`config.mk`:
```
export PLATFORM = sky130hd
export DESIGN_NAME = gray_counter
export DESIGN_NICKNAME = d
export VERILOG_FILES = /design/src/rtl/gray_pkg.sv /design/src/rtl/gray_counter_binary_to_gray.sv /design/src/rtl/gray_counter.sv
export SDC_FILE = /design/constraint.sdc
export NUM_CORES = 1
export LEC_CHECK = 0
export ABC_AREA = 1
export ABC_CLOCK_PERIOD_IN_PS = 1950
export CORE_MARGIN = 1.5
export CORE_UTILIZATION = 40
export CTS_CLUSTER_DIAMETER = 60
export DETAILED_ROUTE_END_ITERATION = 16
export PLACE_DENSITY = 0.73
export SLEW_MARGIN = 20
export SYNTH_ARGS = -nofsm -noshare
export SYNTH_HDL_FRONTEND = slang
export SYNTH_HIERARCHICAL = 1
export SYNTH_SLANG_ARGS = --single-unit
```
`constraint.sdc`:
```
create_clock -name clk -period 1.95 [get_ports clk]
set_input_delay 0.2925 -clock clk [delete_from_list [all_inputs] [get_ports clk]]
set_output_delay 0.2925 -clock clk [all_outputs]
set_load 0.05 [all_outputs]
```
`src/rtl/gray_pkg.sv`:
```
// Shared types and helpers for the Gray counter: direction encoding and Gray/popcount functions.
// Functions operate on MAX_WIDTH bits; callers zero-extend and truncate to their own width.
package gray_pkg;

  localparam int DEFAULT_WIDTH = 4;
  localparam int MAX_WIDTH     = 16;

  typedef enum logic {
    DIR_DOWN = 1'b0,
    DIR_UP   = 1'b1
  } dir_e;

  function automatic logic [MAX_WIDTH-1:0] bin2gray(input logic [MAX_WIDTH-1:0] b);
    return b ^ (b >> 1'b1);
  endfunction

  function automatic logic [4:0] popcount(input logic [MAX_WIDTH-1:0] v);
    logic [4:0] cnt;
    cnt = 5'd0;
    for (int i = 0; i < MAX_WIDTH; i++) begin
      cnt = cnt + {4'd0, v[i]};
    end
    return cnt;
  endfunction

endpackage

```
`src/rtl/gray_counter_binary_to_gray.sv`:
```
// Combinational binary-to-reflected-Gray conversion, parameterised to WIDTH.
module binary_to_gray #(
  parameter int WIDTH = 4
) (
  input  logic [WIDTH-1:0] binary_in,
  output logic [WIDTH-1:0] gray_out
);

  assign gray_out = binary_in ^ (binary_in >> 1'b1);

endmodule

```
`src/rtl/gray_counter.sv`:
```
// Up/down binary counter with registered binary and Gray views, wrap pulse and optional
// Gray-adjacency checker (build with GRAY_CHECK_EN to enable gray_err).
module gray_counter
  import gray_pkg::*;
#(
  parameter int WIDTH     = DEFAULT_WIDTH,
  parameter int RESET_VAL = 0
) (
  input  logic             clk,
  input  logic             rst,
  input  logic             en,
  input  logic             dir,
  input  logic             load,
  input  logic [WIDTH-1:0] load_val,
  output logic [WIDTH-1:0] bin_out,
  output logic [WIDTH-1:0] gray_out,
  output logic             wrap,
  output logic             gray_err
);

  localparam logic [WIDTH-1:0] RESET_BIN  = RESET_VAL[WIDTH-1:0];
  localparam logic [WIDTH-1:0] RESET_GRAY = WIDTH'(bin2gray(MAX_WIDTH'(RESET_BIN)));
  localparam logic [WIDTH-1:0] ALL_ONES   = {WIDTH{1'b1}};
  localparam logic [WIDTH-1:0] ONE        = WIDTH'(1);

  logic [WIDTH-1:0] bin_q, bin_d;
  logic [WIDTH-1:0] gray_q, gray_d;
  logic             wrap_q, wrap_d;
  logic             step_s;

  assign step_s = en & ~load;

  // Next-state: load beats enable; wrap only flags a counting rollover.
  always_comb begin
    bin_d  = bin_q;
    wrap_d = 1'b0;
    if (load) begin
      bin_d = load_val;
    end else if (en) begin
      case (dir_e'(dir))
        DIR_UP: begin
          bin_d  = bin_q + ONE;
          wrap_d = (bin_q == ALL_ONES);
        end
        DIR_DOWN: begin
          bin_d  = bin_q - ONE;
          wrap_d = (bin_q == '0);
        end
        default: begin
          bin_d  = bin_q;
          wrap_d = 1'b0;
        end
      endcase
    end else begin
      bin_d  = bin_q;
      wrap_d = 1'b0;
    end
  end

  binary_to_gray #(.WIDTH(WIDTH)) u_bin2gray (
    .binary_in (bin_d),
    .gray_out  (gray_d)
  );

  // Count, Gray view and wrap pulse all register on the same edge.
  always_ff @(posedge clk or posedge rst) begin
    if (rst) begin
      bin_q  <= RESET_BIN;
      gray_q <= RESET_GRAY;
      wrap_q <= 1'b0;
    end else begin
      bin_q  <= bin_d;
      gray_q <= gray_d;
      wrap_q <= wrap_d;
    end
  end

  assign bin_out  = bin_q;
  assign gray_out = gray_q;
  assign wrap     = wrap_q;

`ifdef GRAY_CHECK_EN
  logic err_q, err_d;

  // Sticky flag: a counting step must flip exactly one Gray bit versus the previous output.
  always_comb begin
    err_d = err_q;
    if (step_s && (popcount(MAX_WIDTH'(gray_d ^ gray_q)) != 5'd1)) begin
      err_d = 1'b1;
    end else begin
      err_d = err_q;
    end
  end

  // Error register, cleared only by reset.
  always_ff @(posedge clk or posedge rst) begin
    if (rst) begin
      err_q <= 1'b0;
    end else begin
      err_q <= err_d;
    end
  end

  assign gray_err = err_q;
`else
  logic unused_step_s;
  assign unused_step_s = step_s;
  assign gray_err      = 1'b0;
`endif

endmodule

```
== After elaboration in Yosys (flattened, before gate mapping) ==
Index checks and enable logic that the tools add are counted.

* Reduce and logical (&&, ||, !) cells: 1
* Equality and inequality tests: 1
* Add/subtract/negate cells: 2
* Bitwise gates (word level): 2
* Muxes and demuxes: 6

{| class="wikitable"
|+ Operators by type and width
! operator !! number
|-
| 4-bit two-way mux || 2
|-
| 4-bit one-hot mux with 2 select lines || 1
|-
| 4-bit by 1-bit adder with 4-bit output (second input constant) || 1
|-
| 4-bit equality test (second input constant) || 1
|-
| 4-bit zero test || 1
|-
| 4-bit by 1-bit subtractor with 4-bit output (second input constant) || 1
|-
| 4-bit by 3-bit XOR with 4-bit output || 1
|-
| 1-bit two-way mux || 2
|-
| 1-bit one-hot mux with 2 select lines || 1
|-
| 1-bit NOT || 1
|}

* Word-level logic and storage cells: 15
* Register bits after elaboration: 9

== Longest topological paths before layout ==
* Depth after elaboration: 5
* Depth in mapped cells: 12
* Mapped depth without buffers: 12

== By module ==
Netlist, hierarchy kept.

{| class="wikitable"
|+ Modules (own cells, without submodules)
! module !! cells each !! area an instance (um2) !! instances
|-
| gray_counter || 57 || 464.2 || 1
|-
| binary_to_gray || 14 || 56.3 || 1
|}

== Worst setup path after synthesis ==
Ideal clock, no wire load.

* Path kind: reg-to-reg
* Start: register bin_q[0], in the netlist bin_out[0]
* End: register gray_q[2], in the netlist gray_out[2]
* Clock period less this slack: 1.822 ns
* Stages on the path, launching flop included: 10
* Data required time: 1.833 ns
* Data arrival time: 1.706 ns
* Setup time: 0.117 ns
* Path slack: 0.128 ns
* Path buffers: 0
* Path through: dfrtp_1 > fa_1 > nand2_1 > nand2_1 > nor2_1 > a21oi_1 > o21ai_1 > inv_1 > nand2_1 > nand2_1

* Longest elaborated chain between the ends: 5
* Elaborated cells between the ends (all ways): 6

{| class="wikitable"
|+ RTL lines
! what !! RTL line !! text
|-
| start, declared || gray_counter.sv:26 || <nowiki>logic [WIDTH-1:0] bin_q, bin_d;</nowiki>
|-
| start signal, assigned || gray_counter.sv:72 || <nowiki>bin_q <= bin_d;</nowiki>
|-
| 4-bit by 1-bit subtractor with 4-bit output or 4-bit by 1-bit adder with 4-bit output (tied branches) || gray_counter.sv:46, gray_counter.sv:42 ||
|-
| 4-bit one-hot mux with 2 select lines (*) || gray_counter.sv:40 || <nowiki>case (dir_e'(dir))</nowiki>
|-
| 4-bit two-way mux (*) || gray_counter.sv:39 || <nowiki>end else if (en) begin</nowiki>
|-
| 4-bit two-way mux (*) || gray_counter.sv:37 || <nowiki>if (load) begin</nowiki>
|-
| net bin_d[2] || gray_counter.sv:26 ||
|-
| 4-bit by 3-bit XOR with 4-bit output (*) || gray_counter_binary_to_gray.sv:9 || <nowiki>assign gray_out = binary_in ^ (binary_in >> 1'b1);</nowiki>
|-
| net gray_d[2] || gray_counter.sv:27 || <nowiki>logic [WIDTH-1:0] gray_q, gray_d;</nowiki>
|-
| end signal, assigned || gray_counter.sv:73 || <nowiki>gray_q <= gray_d;</nowiki>
|-
| end, declared || gray_counter.sv:27 ||
|}

Mark *: on every way through the listed nets, which the timed path passes. The rest lies on a longest branch.

== Worst setup path in the final report ==
* Start: register bin_q[0], in the netlist bin_out[0]
* End: output bin_out[0]

{| class="wikitable"
|+ RTL lines
! what !! RTL line !! text
|-
| end, declared || gray_counter.sv:15 || <nowiki>output logic [WIDTH-1:0] bin_out,</nowiki>
|}

No word-level cell between the ends.

==> reports/metrics.cfg <==
[die]
start_util=0.450
dieArea_um2=1530
ios=19
fp-row-count=12
fp.dieW_um=39.1
core_area_um2=1160
chipHeight_um=39.1

[placed_design]
port_buffers=17
dp_hpwl_um=783
globalplace.congestion=0.734
place_inst=103

[detailed_routing]
vias=485
ant_nets=0
drt-vias-per-instance=4.53
drcViolationCount=0
wl_per_cell_um=9.53
dr.pass1.iters=4
drt_iter0_drc=7
routed_wl_mm=1.02

[synth]
synth_most_common_cell=nand2_1
synth-seq-cells=9
synth_flop_cell=dfrtp_1
synth-edff-count=0
synthTopCellsByCount=nand2_1 (26), inv_1 (10), dfrtp_1 (9), nor2_1 (7), a21oi_1 (5)
async_flop_share=1.00
yosysTopAreaCellShare=0.433
synth_cells=71
yosysTopAreaCell=dfrtp_1
synth.net_count=83
syn_area_um2=520
ys_seq_area_frac=0.433
synthTopCellsByArea=dfrtp_1 (43%), nand2_1 (19%), inv_1 (7.2%), nor2_1 (5.0%), a21oi_1 (4.8%)
avgSynthCellArea_um2=7.33
synth_cell_types=15
synth_warnings=6

[final_layout]
antenna_cells=0
drive_gt1_frac=0.0753
final_cell_count_no_fill=107
post-route-util=0.645
area_growth_syn_to_layout_pct=43.3
nets=106

[global_routing]
gr-total-overflow=0
grt_max_degree=10
grt_first_pass_wirelength_mm=1.76
grt_pass1_vias=443
antenna_found_initial=0
grtUsageTotal=0.174

[clock_tree]
cts_hold_buf=0
clk_pin_slew_worst_paths_ps=60
cts_setup_buffers=0
cts_tree=done
clockBufferDepth=2
clockRootBuffer=clkbuf_4
cts_max_level=1
clock_latency_ps=250
cts_buffers=3
cts_sinks=9

[setup_path]
cp_data_required_time_ps=1660
cp-end-kind=output port
start_kind=flip-flop
cp_max_fo=6
critical_path_class=flip-flop to output port
timing.critical_path.buf_inv=1
worstPathCellList=clkdlybuf4s50_1
cp_top_family=buffers and inverters
critical-path-max-stage-delay_ps=850
cp.arrival_ps=1570
slowest_stage=clkdlybuf4s50_1

[timing]
max_freq_mhz=537
setup_viol=0
rsz0062_at_grt=false
final-hold-violation-count=0
final-max-slew-violation-count=0
fin_crit_ps=1860
slew_headroom=0.660
tightest_slew_ps=509
setup_tns_ps=0
fin_crit_sh=0.955
finalClockSkew_ps=0.824

[power_and_ir_drop]
ir_drop_uv=618
pwr_density_cell_nw_per_um2=886
p_leak_nw=0.389

[run_status]
outcome=finished clean

[job]
maxCapViolations=0

[hold_path]
hold_class=input port to async pin

routing by layer:
metal | up-vias | share of wire | GRT usage
met3 | 0 | 0.048 | 0.0694
met1 | 212 | 0.46 | 0.209
met4 | 0 | 0 | 0.0259
met5 | - | 0 | 0
met2 | 13 | 0.50 | 0.296
li1 | 260 | - | -
layout by cell type, fill, tap and decap left out:
| cell type | Yosys | final |
|---|---|---|
| nand2_1 | 26 | 26 |
| clkdlybuf4s50_1 | 0 | 17 |
| inv_1 | 10 | 10 |
| dfrtp_1 | 9 | 9 |
| nor2_1 | 7 | 7 |
| a21oi_1 | 5 | 5 |
| clkbuf_4 | 0 | 3 |
| buf_4 | 2 | 3 |
| nand3_1 | 2 | 2 |
| ha_1 | 2 | 2 |
| o21ai_2 | 0 | 1 |
| xnor2_1 | 1 | 1 |
| o21ai_1 | 2 | 1 |
| or2_1 | 1 | 1 |
| o21ai_0 | 1 | 1 |
| nor3_1 | 1 | 1 |
| fa_1 | 1 | 1 |
| conb_1 | 1 | 1 |
| clkbuf_1 | 0 | 1 |
cells by family (layout without fill, tap and decap cells):
family / count (synthesis) / in the layout / synth area share
AND/OR/NAND/NOR: 37 / 37 / 0.279
adder cells (fa/ha/maj): 3 / 3 / 0.0865
flip-flops: 9 / 9 / 0.433
AO/OA/AOI/OAI: 8 / 8 / 0.0769
XOR/XNOR: 1 / 1 / 0.0168
other: 1 / 1 / 0.00720
buffers and inverters: 12 / 34 / 0.101
cell type report:
class | count | area (µm²)
clock buffers | 4 | 26.3
fillers | 111 | 410
inverters | 10 | 37.5
multi-input cells | 50 | 246
flip-flops and latches | 9 | 225
well taps | 14 | 17.5
repair buffers | 20 | 193
what timing repair did:
item,4_1_cts,5_1_grt
hold endpoints to repair,0,0
resized for setup,0,1
endpoints found under the setup margin,0,2
flip-flops by register name, indices dropped and copies added (netlist names):
| register | flops |
|---|---|
| wrap | 1 |
| gray_out | 4 |
| bin_out | 4 |
per-stage QoR:
stage               area (µm²)  hold slack (ps)  worst slack [ps]  power, mW
floorplan                  520              120               128      0.428
global placement           716              571              -163      0.518
detailed placement         716              573              -169      0.524
CTS                        742              299              58.0      0.668
global route               746              317              20.9      0.705
finish                     746              292              87.1      0.661
worst paths after layout:
kind / startpoint / endpoint / slack [ps] / cells past startpoint
max: bin_out[0]$_DFF_PP0_ / bin_out[0] / 90 / 1
max reg2reg: bin_out[0]$_DFF_PP0_ / gray_out[1]$_DFF_PP0_ / 290 / 6
min reg2reg: bin_out[3]$_DFF_PP0_ / wrap$_DFF_PP0_ / 670 / 3
max in group asynchronous: rst / gray_out[0]$_DFF_PP0_ / 1420 / 2
min: rst / gray_out[3]$_DFF_PP0_ / 290 / 2
min in group clk: load_val[2] / bin_out[2]$_DFF_PP0_ / 630 / 3
where the power goes:
part           switching, mW  internal [mW]  total [mW]  leakage [nW]
Sequential            0.0219          0.214       0.235         0.108
Clock                 0.0609         0.0786       0.139        0.0150
Combinational          0.182          0.104       0.286         0.265
Total                  0.264          0.396       0.661         0.389
Power figures use the tool's default switching activity.
